`config.mk`:
```
export PLATFORM = sky130hd
export DESIGN_NAME = ahb_default_slave
export DESIGN_NICKNAME = d
export VERILOG_FILES = /design/src/rtl/ahb_default_slave_pkg.sv /design/src/rtl/ahb_default_slave.sv
export SDC_FILE = /design/constraint.sdc
export NUM_CORES = 1
export LEC_CHECK = 0
export CAP_MARGIN = 20
export CORE_MARGIN = 2
export CORE_UTILIZATION = 39
export CTS_BUF_LIST = sky130_fd_sc_hd__clkbuf_2
export CTS_CLUSTER_DIAMETER = 200
export DETAILED_ROUTE_END_ITERATION = 16
export PLACE_DENSITY = 0.92
export REMOVE_ABC_BUFFERS = 1
export SYNTH_ARGS = -nofsm -noshare
export SYNTH_HDL_FRONTEND = slang
export SYNTH_SLANG_ARGS = --single-unit
```
`constraint.sdc`:
```
create_clock -name HCLK -period 1.83 [get_ports HCLK]
set_input_delay 0.366 -clock HCLK [delete_from_list [all_inputs] [get_ports HCLK]]
set_output_delay 0.366 -clock HCLK [all_outputs]
set_load 0.005 [all_outputs]
```
`src/rtl/ahb_default_slave_pkg.sv`:
```
// ahb_default_slave_pkg: shared AHB transfer-type and response encodings.
// Revision: 1.0
`default_nettype none

package ahb_default_slave_pkg;

    localparam logic [1:0] HTRANS_IDLE   = 2'b00;
    localparam logic [1:0] HTRANS_BUSY   = 2'b01;
    localparam logic [1:0] HTRANS_NONSEQ = 2'b10;
    localparam logic [1:0] HTRANS_SEQ    = 2'b11;

    localparam logic [1:0] HRESP_OKAY  = 2'b00;
    localparam logic [1:0] HRESP_ERROR = 2'b01;

endpackage

`default_nettype wire

```
`src/rtl/ahb_default_slave.sv`:
```
// ahb_default_slave: bus-matrix slave 0, answers unmapped accesses with ERROR
// and records the first offending access plus a saturating error count.
// Revision: 1.0
`default_nettype none

module ahb_default_slave
    import ahb_default_slave_pkg::*;
#(
    parameter int          WAIT_CYCLES = 0,
    parameter int          CNT_W       = 8,
    parameter logic [31:0] RDATA_VALUE = 32'h0000_0000
) (
    input  logic             HCLK,
    input  logic             HRESETn,
    input  logic             HSEL,
    input  logic [31:0]      HADDR,
    input  logic [1:0]       HTRANS,
    input  logic             HWRITE,
    input  logic             HREADY,
    output logic             HREADYOUT,
    output logic [1:0]       HRESP,
    output logic [31:0]      HRDATA,
    input  logic             err_clr,
    output logic             err_irq,
    output logic [31:0]      err_addr,
    output logic             err_write,
    output logic [CNT_W-1:0] err_count
);

    localparam logic [1:0] ST_IDLE = 2'd0;
    localparam logic [1:0] ST_WAIT = 2'd1;
    localparam logic [1:0] ST_ERR1 = 2'd2;
    localparam logic [1:0] ST_ERR2 = 2'd3;

    localparam logic [1:0]       FIRST_ST = (WAIT_CYCLES > 0) ? ST_WAIT : ST_ERR1;
    localparam logic [CNT_W-1:0] CNT_MAX  = '1;
    localparam logic [CNT_W-1:0] CNT_ONE  = {{(CNT_W-1){1'b0}}, 1'b1};

    logic [1:0]       state_q, state_d;
    logic             take;
    logic             wait_done;
    logic             err_irq_q, err_irq_d;
    logic [31:0]      err_addr_q, err_addr_d;
    logic             err_write_q, err_write_d;
    logic [CNT_W-1:0] err_count_q, err_count_d;

    // Address phases are only sampled while this slave is free to take one.
    assign take = HSEL && HREADY
                  && ((HTRANS == HTRANS_NONSEQ) || (HTRANS == HTRANS_SEQ))
                  && ((state_q == ST_IDLE) || (state_q == ST_ERR2));

    generate
        if (WAIT_CYCLES > 0) begin : g_wait_cnt
            logic [3:0] wait_cnt_q, wait_cnt_d;

            always_comb begin
                wait_cnt_d = wait_cnt_q;
                if (take) begin
                    wait_cnt_d = 4'(WAIT_CYCLES);
                end else if (state_q == ST_WAIT) begin
                    wait_cnt_d = wait_cnt_q - 4'd1;
                end
            end

            always_ff @(posedge HCLK) begin
                if (!HRESETn) begin
                    wait_cnt_q <= 4'd0;
                end else begin
                    wait_cnt_q <= wait_cnt_d;
                end
            end

            assign wait_done = (wait_cnt_q == 4'd1);
        end else begin : g_no_wait
            assign wait_done = 1'b1;
        end
    endgenerate

    always_comb begin
        state_d = state_q;
        case (state_q)
            ST_IDLE: if (take) state_d = FIRST_ST;
            ST_WAIT: if (wait_done) state_d = ST_ERR1;
            ST_ERR1: state_d = ST_ERR2;
            ST_ERR2: state_d = take ? FIRST_ST : ST_IDLE;
            default: state_d = ST_IDLE;
        endcase
    end

    always_comb begin
        HREADYOUT = 1'b1;
        HRESP     = HRESP_OKAY;
        case (state_q)
            ST_WAIT: HREADYOUT = 1'b0;
            ST_ERR1: begin
                HREADYOUT = 1'b0;
                HRESP     = HRESP_ERROR;
            end
            ST_ERR2: HRESP = HRESP_ERROR;
            default: ;
        endcase
    end

    // A clear coinciding with a new error restarts the record from that error.
    always_comb begin
        err_irq_d   = err_irq_q;
        err_addr_d  = err_addr_q;
        err_write_d = err_write_q;
        err_count_d = err_count_q;
        if (err_clr) begin
            err_irq_d   = 1'b0;
            err_count_d = '0;
        end
        if (take) begin
            err_irq_d = 1'b1;
            if (err_clr) begin
                err_count_d = CNT_ONE;
            end else if (err_count_q != CNT_MAX) begin
                err_count_d = err_count_q + CNT_ONE;
            end
            if (!err_irq_q || err_clr) begin
                err_addr_d  = HADDR;
                err_write_d = HWRITE;
            end
        end
    end

    always_ff @(posedge HCLK) begin
        if (!HRESETn) begin
            state_q     <= ST_IDLE;
            err_irq_q   <= 1'b0;
            err_addr_q  <= 32'h0;
            err_write_q <= 1'b0;
            err_count_q <= '0;
        end else begin
            state_q     <= state_d;
            err_irq_q   <= err_irq_d;
            err_addr_q  <= err_addr_d;
            err_write_q <= err_write_d;
            err_count_q <= err_count_d;
        end
    end

    assign HRDATA    = RDATA_VALUE;
    assign err_irq   = err_irq_q;
    assign err_addr  = err_addr_q;
    assign err_write = err_write_q;
    assign err_count = err_count_q;

endmodule

`default_nettype wire

```
Word level (Yosys, flattened, before mapping)
Index checks and enable logic that the tools add are counted.
{"block": "totals", "reg_bits": 44, "in_bits": 40}
{"block": "classes", "add_sub_neg": 1, "eq_ne": 7, "mux": 11, "n_reduce_logical": 12}
{"cell": "8-bit two-way mux", "count": 4}
{"cell": "8-bit by 1-bit adder with 8-bit output (second input constant)", "count": 1}
{"cell": "2-bit == test (second input constant)", "count": 4}
{"cell": "8-bit inequality test (second input constant)", "count": 1}
{"cell": "2-bit one-hot mux with 4 select lines", "count": 1}
{"cell": "1-bit two-way mux", "count": 4}
{"cell": "2-bit two-way mux", "count": 2}
{"cell": "2-bit OR reduction", "count": 2}
{"cell": "1-bit logical AND", "count": 3}
{"cell": "1-bit logical OR", "count": 3}
{"cell": "2-bit by 1-bit == test with 1-bit output (second input constant)", "count": 1}
{"cell": "2-bit logical NOT", "count": 1}
{"cell": "2-bit inequality test (second input constant)", "count": 1}
{"cell": "2-bit AND reduction", "count": 1}
{"cell": "2-bit nonzero test", "count": 1}
{"cell": "1-bit logical NOT", "count": 1}

Longest topological paths before layout
Gate-level depths: netlist of the first run.
{"block": "logic_depth", "depth_word": 6, "depth_mapped": 9, "depth_no_buf": 6}

Worst setup path before layout of the first run
No wires, ideal clock.
{"block": "synth_path", "path_kind": "register to register", "start": "register state_q[0]", "end": "register err_count_q[0] (netlist: err_count[0])", "setup_time_ps": 116, "arrival_time_ps": 1547, "slack_ps": 167, "path_stages_with_launch": 8, "path_buffers": 1, "synth_period_minus_slack_ps": 1663, "cell_sequence": "dfxtp_1 inv_1 ha_1 and4b_1 buf_4 o21ai_1 and4b_1 a31o_2"}
{"block": "synth_via", "elab_chain_cells": 4}
{"item": "start: declaration", "line_no": "ahb_default_slave.sv:39", "text": "logic [1:0] state_q, state_d;"}
{"item": "start signal: assignment", "line_no": "ahb_default_slave.sv:136", "text": "state_q <= state_d;"}
{"item": "2-bit == test or 2-bit logical NOT (tied branches)", "line_no": "ahb_default_slave.sv:50", "text": "&& ((state_q == ST_IDLE) || (state_q == ST_ERR2));"}
{"item": "1-bit logical OR (*)", "line_no": "ahb_default_slave.sv:50"}
{"item": "1-bit logical AND (*)", "line_no": "ahb_default_slave.sv:50"}
{"item": "8-bit two-way mux (*)", "line_no": "ahb_default_slave.sv:114", "text": "if (take) begin"}
{"item": "end signal: assignment", "line_no": "ahb_default_slave.sv:140", "text": "err_count_q <= err_count_d;"}
{"item": "end: declaration", "line_no": "ahb_default_slave.sv:45", "text": "logic [CNT_W-1:0] err_count_q, err_count_d;"}
Mark *: on every way between the ends. The rest lies on a longest branch, timed or not.
A chain may end at the register's enable or synchronous reset.

Worst setup path in the final report of the first run
{"block": "layout_path", "start": "register err_count_q[6] (netlist: err_count[6])", "end": "output port err_count[6]"}
{"item": "end: declaration", "line_no": "ahb_default_slave.sv:27", "text": "output logic [CNT_W-1:0] err_count"}
No word-level cell between the ends.

==> results.cfg, run 1 <==
[run_status]
status = completed

[logic_synthesis]
yosys.area.top_type = dfxtp_1
yosys_warnings = 0
synth_seq_area_share_pct = 40.23
ys_seq_elements = 44
synthArstFlopShare_pct = 0
ys_types = 34
netlist_top_cells_area = dfxtp_1 40%, a21boi_2 15%, nand2_1 12%, buf_4 12%, ha_1 2.3%
synthFlopType = dfxtp_1
synth_edf_count = 0
synth_area_um2 = 2190
syn_inst = 246
synth.avg_cell_area_um2 = 8.901
synth_top_area_share_pct = 40.23

[routing]
drt_iter0_drc = 61
via_count = 1842
drc = 0
wirelength_um = 4712
ant_nets = 0
wl_per_cell_um = 11.63
vias_per_cell = 4.548
dr.pass1.iters = 4

[critical_path]
crit_path_cell_trace = clkdlybuf4s50_1
cp-end-kind = primary output
endpoint = err_count[6]
r2r_setup_slack_ns = 0.13
rr_worst_depth = 7
path_buf_inv = 1
cp_max_fo = 5
critPathSlowestCell = clkdlybuf4s50_1
crit_family = buffers and inverters
rr_startpoint = state_q[0]
r2r-end = err_addr[2]
cp.arrival_ns = 1.38
startpoint_type = flip-flop
cp.depth = 1
crit_path_start = err_count[6]
slowest_delay_ns = 0.54
crit_type = flip-flop to primary output
worst_ep_required_time_ns = 1.46

[timing]
finClkSkew_ns = 0.01545
setup_viol = 0
final_max_slew_viol_count = 0
setup_slack_ns = 0.08611
tightest_slew_ns = 0.5040
fin_crit_ns = 1.744
fmax_ghz = 0.5734
slew_headroom_pct = 66.29
fin_crit_sh_pct = 95.29
hold_viol_final = 0

[clocking]
clk_pin_slew_worst_paths_ns = 0.21
cts_tree = built
htreeDepth = 2
clock-sinks = 44
clock_path_buffers = 2
insertion_delay_ns = 0.38
cts-root-buf = clkbuf_2
cts_buffers = 5
cts_hold_buf = 0

[power]
p_total_mw = 1.861
vdd_drop_max_v = 0.0003305
p_per_area_nw_per_um2 = 601.8
leakage_nw = 1.124

[global_route]
gr-total-overflow = 0
grt_max_degree = 34
grt_pass1_wl_um = 7803
antenna_found_initial = 0
grt_pass1_vias = 1748
grt_usage_pct = 15.52

[die]
start_util_pct = 40.01
ios = 117
die_h_um = 78.93
die_area_um2 = 6230
core_um2 = 5473
fp-row-count = 27
die_w_um = 78.93

[finish]
fillCellCount = 477
fin_nets = 377
mostFrequentLayoutCell = clkdlybuf4s50_1
fin_util_pct = 56.52
drive_gt1_share_pct = 19.22
multiInputGateArea_um2 = 1117
syn_to_final_growth_pct = 41.26
regArea_um2 = 889.6
fin_cells = 405
n_antenna_cell = 0
layout_common_cells = 80 x clkdlybuf4s50_1, 71 x nand2_1, 37 x dfxtp_1

[placement]
place_inst = 395
place_congestion = 0.7781
place_hpwl_um = 3471
dp_slack_ns = -0.02814
port_buffers = 82

[flow_run]
maxCapViolCount = 0

[min_path]
hold_path.class = flip-flop to flip-flop
[worst min path at each step]
stage	depth (start not counted)	start	slack, ns	endpoint
after floorplan	2	err_addr[0]	0.46	err_addr[0]
after global placement	2	err_addr[1]	0.45	err_addr[1]
after detailed placement	2	err_addr[0]	0.46	err_addr[0]
after CTS	3	HADDR[5]	0.47	err_addr[5]
after global routing	3	HADDR[1]	0.46	err_addr[1]
final	2	err_addr[0]	0.47	err_addr[0]
[per-stage QoR]
step,cell area (um2),hold slack (ns),TNS [ns]
2_1_floorplan,1979,0.4599,-7.048
3_3_place_gp,2988,0.4495,0
3_5_place_dp,2988,0.4559,-0.1612
4_1_cts,3032,0.4736,-0.1262
5_1_grt,3093,0.4566,-0.002900
6_report,3093,0.4743,0
[synthesized netlist by cell type (all sizes together), types with 2 or more instances]
cell type	instances
and4b	2
mux2i	3
nand3	3
xor2	2
and2	2
nor2	10
ha	4
nor3	3
inv	3
nand2	72
clkbuf	4
a21boi	35
nand4	2
nand2b	2
dfxtp	44
buf	41
[logic make-up after synthesis]
logic type | count (synthesis) | synth area share [%]
flip-flops | 44 | 40.23
XOR/XNOR | 2 | 0.8001
other | 1 | 0.1713
AO/OA/AOI/OAI | 44 | 20.11
buffers and inverters | 48 | 15.60
adder cells (fa/ha/maj) | 4 | 2.286
multiplexers | 3 | 1.371
AND/OR/NAND/NOR | 100 | 19.43
[power breakdown]
group	leakage (nW)	switching [mW]	internal, mW
Clock	0.0288	0.283	0.0915
Sequential	0.360	0.0265	1.00
Combinational	0.735	0.181	0.277
[layout make-up]
type	count	share of cell area, %
multi-input combinational	186	36.12
timing repair buffer	93	30.70
sequential	44	28.76
tap	72	2.913
clock buffer	6	0.9709
inverter	3	0.3641
clock inverter	1	0.1618
[routing by layer]
metal  share of wire (%)  routed length (um)  vias up  global-route usage (%)
met5                   0                   0        -                       0
met3                 9.3                 436        2                   4.545
met2                  50                2336       92                   28.46
met4                0.30                  14        0                   4.138
li1                    -                   -      914                       -
met1                  41                1924      834                   17.53
[flip-flops by register name (all words and copies together) (netlist names)]
name	flops
err_addr	32
err_count	8
state_q	2
err_irq	1
err_write	1
[repair_timing]
action / in CTS / in global routing
buffers inserted: 1 / 2
pin swaps: 0 / 1
gates resized for setup: 5 / 17
endpoints found under the setup margin: 12 / 41
Power figures use the tool's default switching activity.
==> run 2: changes to the inputs <==
--- a/config.mk
+++ b/config.mk
@@ -6,13 +6,15 @@
 export NUM_CORES = 1
 export LEC_CHECK = 0
 export CAP_MARGIN = 20
-export CORE_MARGIN = 2
+export CORE_ASPECT_RATIO = 1.25
+export CORE_MARGIN = 10
 export CORE_UTILIZATION = 39
 export CTS_BUF_LIST = sky130_fd_sc_hd__clkbuf_2
 export CTS_CLUSTER_DIAMETER = 200
 export DETAILED_ROUTE_END_ITERATION = 16
 export PLACE_DENSITY = 0.92
 export REMOVE_ABC_BUFFERS = 1
+export SLEW_MARGIN = 20
 export SYNTH_ARGS = -nofsm -noshare
 export SYNTH_HDL_FRONTEND = slang
 export SYNTH_SLANG_ARGS = --single-unit
==> run 2 against run 1 <==
Against the previous run: critical path type unchanged; register-to-register slack barely moved; die area up 45%; wire length grew 21%; clock skew decreased by 0.0020 ns; power is 0.91% lower; sequential share of layout area grew 0.41 points; maximum frequency shrank 2.7%; worst hold slack better by 0.0013 ns; clock power barely moved; combinational power down 4%.
==> results.cfg, run 2 (synthesis gave the netlist of run 1 again) <==
[clocking]
cts-root-buf = clkbuf_2
cts_tree = built
clock-sinks = 44
insertion_delay_ns = 0.38
clk_pin_slew_worst_paths_ns = 0.19
clock_path_buffers = 2
htreeDepth = 2
cts_buffers = 5

[finish]
drive_gt1_share_pct = 18.98
fin_nets = 376
largest_reg_flops = 32
mostFrequentLayoutCell = clkdlybuf4s50_1
layout_common_cells = 80 x clkdlybuf4s50_1, 71 x nand2_1, 38 x dfxtp_1
syn_to_final_growth_pct = 39.49
n_antenna_cell = 0

[power]
vdd_drop_max_v = 0.0003691
p_per_area_nw_per_um2 = 603.9
leakage_nw = 1.112

[routing]
drc = 0
wirelength_um = 5719
ant_nets = 0
via_count = 1805
vias_per_cell = 4.558
wl_per_cell_um = 14.44
drt_iter0_drc = 47
dr.pass1.iters = 4

[critical_path]
crit_family = flip-flops
endpoint = HRESP[0]
crit_path_cell_trace = buf_4 > ha_4 > or2_2 > buf_6
slowest_delay_ns = 0.37
cp_max_fo = 2
cp.depth = 4
worst_ep_required_time_ns = 1.46
rr_startpoint = state_q[1]
crit_path_start = state_q[0]
r2r-end = err_addr[0]
cp-end-kind = primary output
cp.arrival_ns = 1.43
startpoint_type = flip-flop
path_buf_inv = 2
rr_worst_depth = 8
crit_type = flip-flop to primary output
critPathSlowestCell = dfxtp_2
r2r_setup_slack_ns = 0.14

[timing]
finalSetupTns_ns = 0
fin_crit_ns = 1.792
fmax_ghz = 0.5581
fin_crit_sh_pct = 97.91
rsz0062_at_grt = true
holdWs_ns = 0.4756
finClkSkew_ns = 0.01342
hold_viol_final = 0
setup_viol = 0
final_max_slew_viol_count = 0

[global_route]
antenna_found_initial = 0
gr-total-overflow = 0
grt_pass1_vias = 1793
grt_max_degree = 34
grt_pass1_wl_um = 8928
grt_usage_pct = 11.92

[placement]
place_hpwl_um = 4590
port_buffers = 82
place_congestion = 0.7865

[die]
fp-row-count = 30
core_um2 = 5443
die_w_um = 87.02
start_util_pct = 40.23
die_h_um = 103.8
ios = 117
die_area_um2 = 9031

[flow_run]
maxCapViolCount = 0

[min_path]
hold_path.class = flip-flop to flip-flop

[run_status]
status = completed
==> run 2: cell count changes in the layout (fill, tap and decap cells not counted), sizes merged <==
cell,delta
buf,-1
dlygate4sd2,+1
clkdlybuf4s15,-1
==> run 2: how the worst min path moves through the flow <==
stage / from / end / cells past startpoint
5_1_grt: HADDR[28] / err_addr[28] / 3
4_1_cts: HADDR[31] / err_addr[31] / 3
3_3_place_gp: err_addr[0] / err_addr[0] / 2
6_report: err_addr[5] / err_addr[5] / 2
2_1_floorplan: err_addr[0] / err_addr[0] / 2
3_5_place_dp: err_addr[3] / err_addr[3] / 2
==> run 2: where the power goes <==
group          internal (mW)  leakage, nW  switching, mW
sequential              1.00        0.360         0.0263
combinational          0.256        0.724          0.183
clock                 0.0915       0.0288          0.285
==> run 2: metrics by stage <==
step / setup WS, ns / cells / total power, mW / utilization, % / cell area (um2)
6_report: 0.03827 / 396 / 1.844 / 56.11 / 3054
5_1_grt: -0.03549 / 396 / 1.965 / 56.11 / 3054
4_1_cts: -0.02859 / 396 / 1.862 / 55.61 / 3027
3_5_place_dp: -0.05873 / 388 / 1.466 / 54.62 / 2973
3_3_place_gp: 0.01516 / 388 / 1.452 / 54.62 / 2973
2_1_floorplan: -0.2151 / 233 / 1.212 / - / 1979
==> run 2: cell type report <==
class | instances | area, um2
Sequential cell | 44 | 890.9
Clock buffer | 6 | 30.03
Clock inverter | 1 | 5.005
Tap cell | 64 | 80.08
Multi-Input combinational cell | 186 | 1116
Timing Repair Buffer | 92 | 920.9
Fill cell | 478 | 2389
Inverter | 3 | 11.26
==> run 2: layer usage <==
| metal | routed length [um] | GRT usage (%) |
|---|---|---|
| met1 | 2024 | 12.03 |
| met4 | 19 | 2.784 |
| met3 | 763 | 5.564 |
| met2 | 2911 | 21.16 |
| met5 | 0 | 0 |
==> run 2: worst register-to-register path, stage by stage (launching register included) <==
cell and delay (ns):
dfxtp_2 0.41, inv_2 0.06, ha_4 0.27, and4b_2 0.26, buf_4 0.14, nand2_2 0.07, buf_12 0.18, nand2_1 0.09
a21boi_0 0.16
==> run 2: timing repair <==
item / CTS / global route
hold buffers: 0 / 0
buffers inserted: 1 / 0
endpoints found under the hold margin: 0 / 0
setup endpoints to repair: 6 / 9
resized for setup: 9 / 11
pin swaps: 0 / 0
==> run 3: changes to the inputs <==
--- a/config.mk
+++ b/config.mk
@@ -8,11 +8,11 @@
 export CAP_MARGIN = 20
 export CORE_ASPECT_RATIO = 1.25
 export CORE_MARGIN = 10
-export CORE_UTILIZATION = 39
+export CORE_UTILIZATION = 36
 export CTS_BUF_LIST = sky130_fd_sc_hd__clkbuf_2
 export CTS_CLUSTER_DIAMETER = 200
 export DETAILED_ROUTE_END_ITERATION = 16
-export PLACE_DENSITY = 0.92
+export PLACE_DENSITY = 0.75
 export REMOVE_ABC_BUFFERS = 1
 export SLEW_MARGIN = 20
 export SYNTH_ARGS = -nofsm -noshare
==> constraint.sdc (replaced) <==
create_clock -name HCLK -period 1.6 [get_ports HCLK]
set_input_delay 0.32 -clock HCLK [delete_from_list [all_inputs] [get_ports HCLK]]
set_output_delay 0.32 -clock HCLK [all_outputs]
set_load 0.005 [all_outputs]
==> run 3 against run 2 <==
Against the previous run: worst setup slack got worse by 0.15 ns; core utilization rose by 3.8 points; critical path depth rose by 4; the flow now finishes with violations (setup timing); combinational power rose by 43%.
==> results.cfg, run 3 (synthesis gave the netlist of run 1 again) <==
[power]
vdd_drop_max_v = 0.0005098
leakage_nw = 1.579
p_per_area_nw_per_um2 = 692.0
p_total_mw = 2.430

[routing]
drt_iter0_drc = 80
drc = 0
via_count = 1929
vias_per_cell = 4.424
ant_nets = 0
wirelength_um = 6583
dr.pass1.iters = 4
wl_per_cell_um = 15.10

[global_route]
gr-total-overflow = 0
grt_pass1_wl_um = 10350
grt_usage_pct = 13.07
grt_pass1_vias = 2001
antenna_found_initial = 0
grt_max_degree = 20

[min_path]
hold_path.class = input port to flip-flop

[timing]
fin_crit_sh_pct = 107.1
fin_crit_ns = 1.714
finalSetupTns_ns = -3.297
final_max_slew_viol_count = 0
setup_viol = 39
fmax_ghz = 0.5833
holdWs_ns = 0.4366
finClkSkew_ns = 0.01703
hold_viol_final = 0
setup_slack_ns = -0.1144
rsz0062_at_grt = true

[die]
fp-row-count = 31
start_util_pct = 37.39
ios = 117
die_h_um = 107.2
die_area_um2 = 9621
die_w_um = 89.76
core_um2 = 5857

[critical_path]
crit_path_cell_trace = inv_1 > ha_4 > and4b_2 > buf_6 > nand2_8 > clkbuf_16 > nand2_1 > a21boi_2
crit_type = flip-flop to flip-flop
critPathSlowestCell = dfxtp_2
slowest_delay_ns = 0.39
cp_max_fo = 8
cp-end-kind = flip-flop
cp.arrival_ns = 2.01
worst_ep_required_time_ns = 1.89
startpoint_type = flip-flop

[clocking]
clk_pin_slew_worst_paths_ns = 0.23
cts_hold_buf = 0
clock-sinks = 44
cts_tree = built
cts-root-buf = clkbuf_2
clock_path_buffers = 2
insertion_delay_ns = 0.38
htreeDepth = 2
cts_buffers = 5

[finish]
fin_cells = 436
mostFrequentLayoutCell = nand2_1
drive_gt1_share_pct = 37.57
syn_to_final_growth_pct = 60.34
fin_nets = 397
design_area_um2 = 3511
layout_common_cells = 70 x nand2_1, 40 x dlygate4sd2_1, 39 x dfxtp_2
n_antenna_cell = 0
largest_reg_flops = 32

[placement]
place_inst = 410
port_buffers = 82
place_hpwl_um = 4329
place_congestion = 0.8135
placed_area_um2 = 3025

[flow_run]
maxCapViolCount = 0

[run_status]
violations = setup timing
status = finished, violations left
run 3: cell types whose count changed in the layout (fill, tap and decap cells not counted), sizes merged:
cell,delta
clkdlybuf4s50,-42
dlygate4sd2,+39
buf,+20
clkbuf,+2
dlymetal6s2s,+2
bufinv,+1
run 3: metrics by stage:
stage,worst slack (ns),util (%)
final,-0.1144,59.94
after global routing,-0.1958,59.94
after CTS,-0.1300,57.96
after detailed placement,-0.1718,51.66
after global placement,-0.1337,51.66
after floorplan,-0.4451,-
run 3: area by class of cell:
class                      count  area, um2
timing repair buffer         113       1182
tap                           82      102.6
multi-input combinational    186       1201
inverter                       3      11.26
fill                         509       2346
clock inverter                 2      35.03
clock buffer                   6      30.03
sequential                    44      948.4
run 3: worst paths after layout:
kind / start / endpoint / slack, ns / cells after the start
worst max-delay path: state_q[1] / err_addr[16] / -0.11 / 8
worst min-delay path: HADDR[0] / err_addr[0] / 0.44 / 3
worst max register to register: state_q[1] / err_addr[16] / -0.11 / 8
worst min register to register: err_addr[1] / err_addr[1] / 0.47 / 2
run 3: what timing repair did:
item / 4_1_cts / 5_1_grt
gates resized for setup: 126 / 12
pin swaps: 4 / 4
endpoints found under the setup margin: 86 / 46
gates cloned: 4 / 2
buffers inserted: 10 / 2
run 3: per-layer routing:
layer	GRT usage, %	wire, um	vias to the layer above	part of all wire (%)
met5	0	0	-	0
met4	3.125	49	0	0.74
met3	5.234	666	6	10
met2	22.66	3206	93	49
met1	14.66	2661	878	40
li1	-	-	952	-
run 3: critical path, delay by kind of cell (launching register included):
kind	cells	cell delay [ns]
adders and majority gates	1	0.25
DFF	1	0.39
and+or+nand+nor	3	0.51
buffers and inverters	3	0.43
AOI/OAI and AO/OA	1	0.05
run 3: where the power goes:
| part | leakage (nW) | switching [mW] | internal, mW | total, mW |
|---|---|---|---|---|
| Clock | 0.0430 | 0.362 | 0.269 | 0.631 |
| Sequential | 0.379 | 0.0256 | 1.15 | 1.17 |
| Combinational | 1.16 | 0.255 | 0.373 | 0.628 |
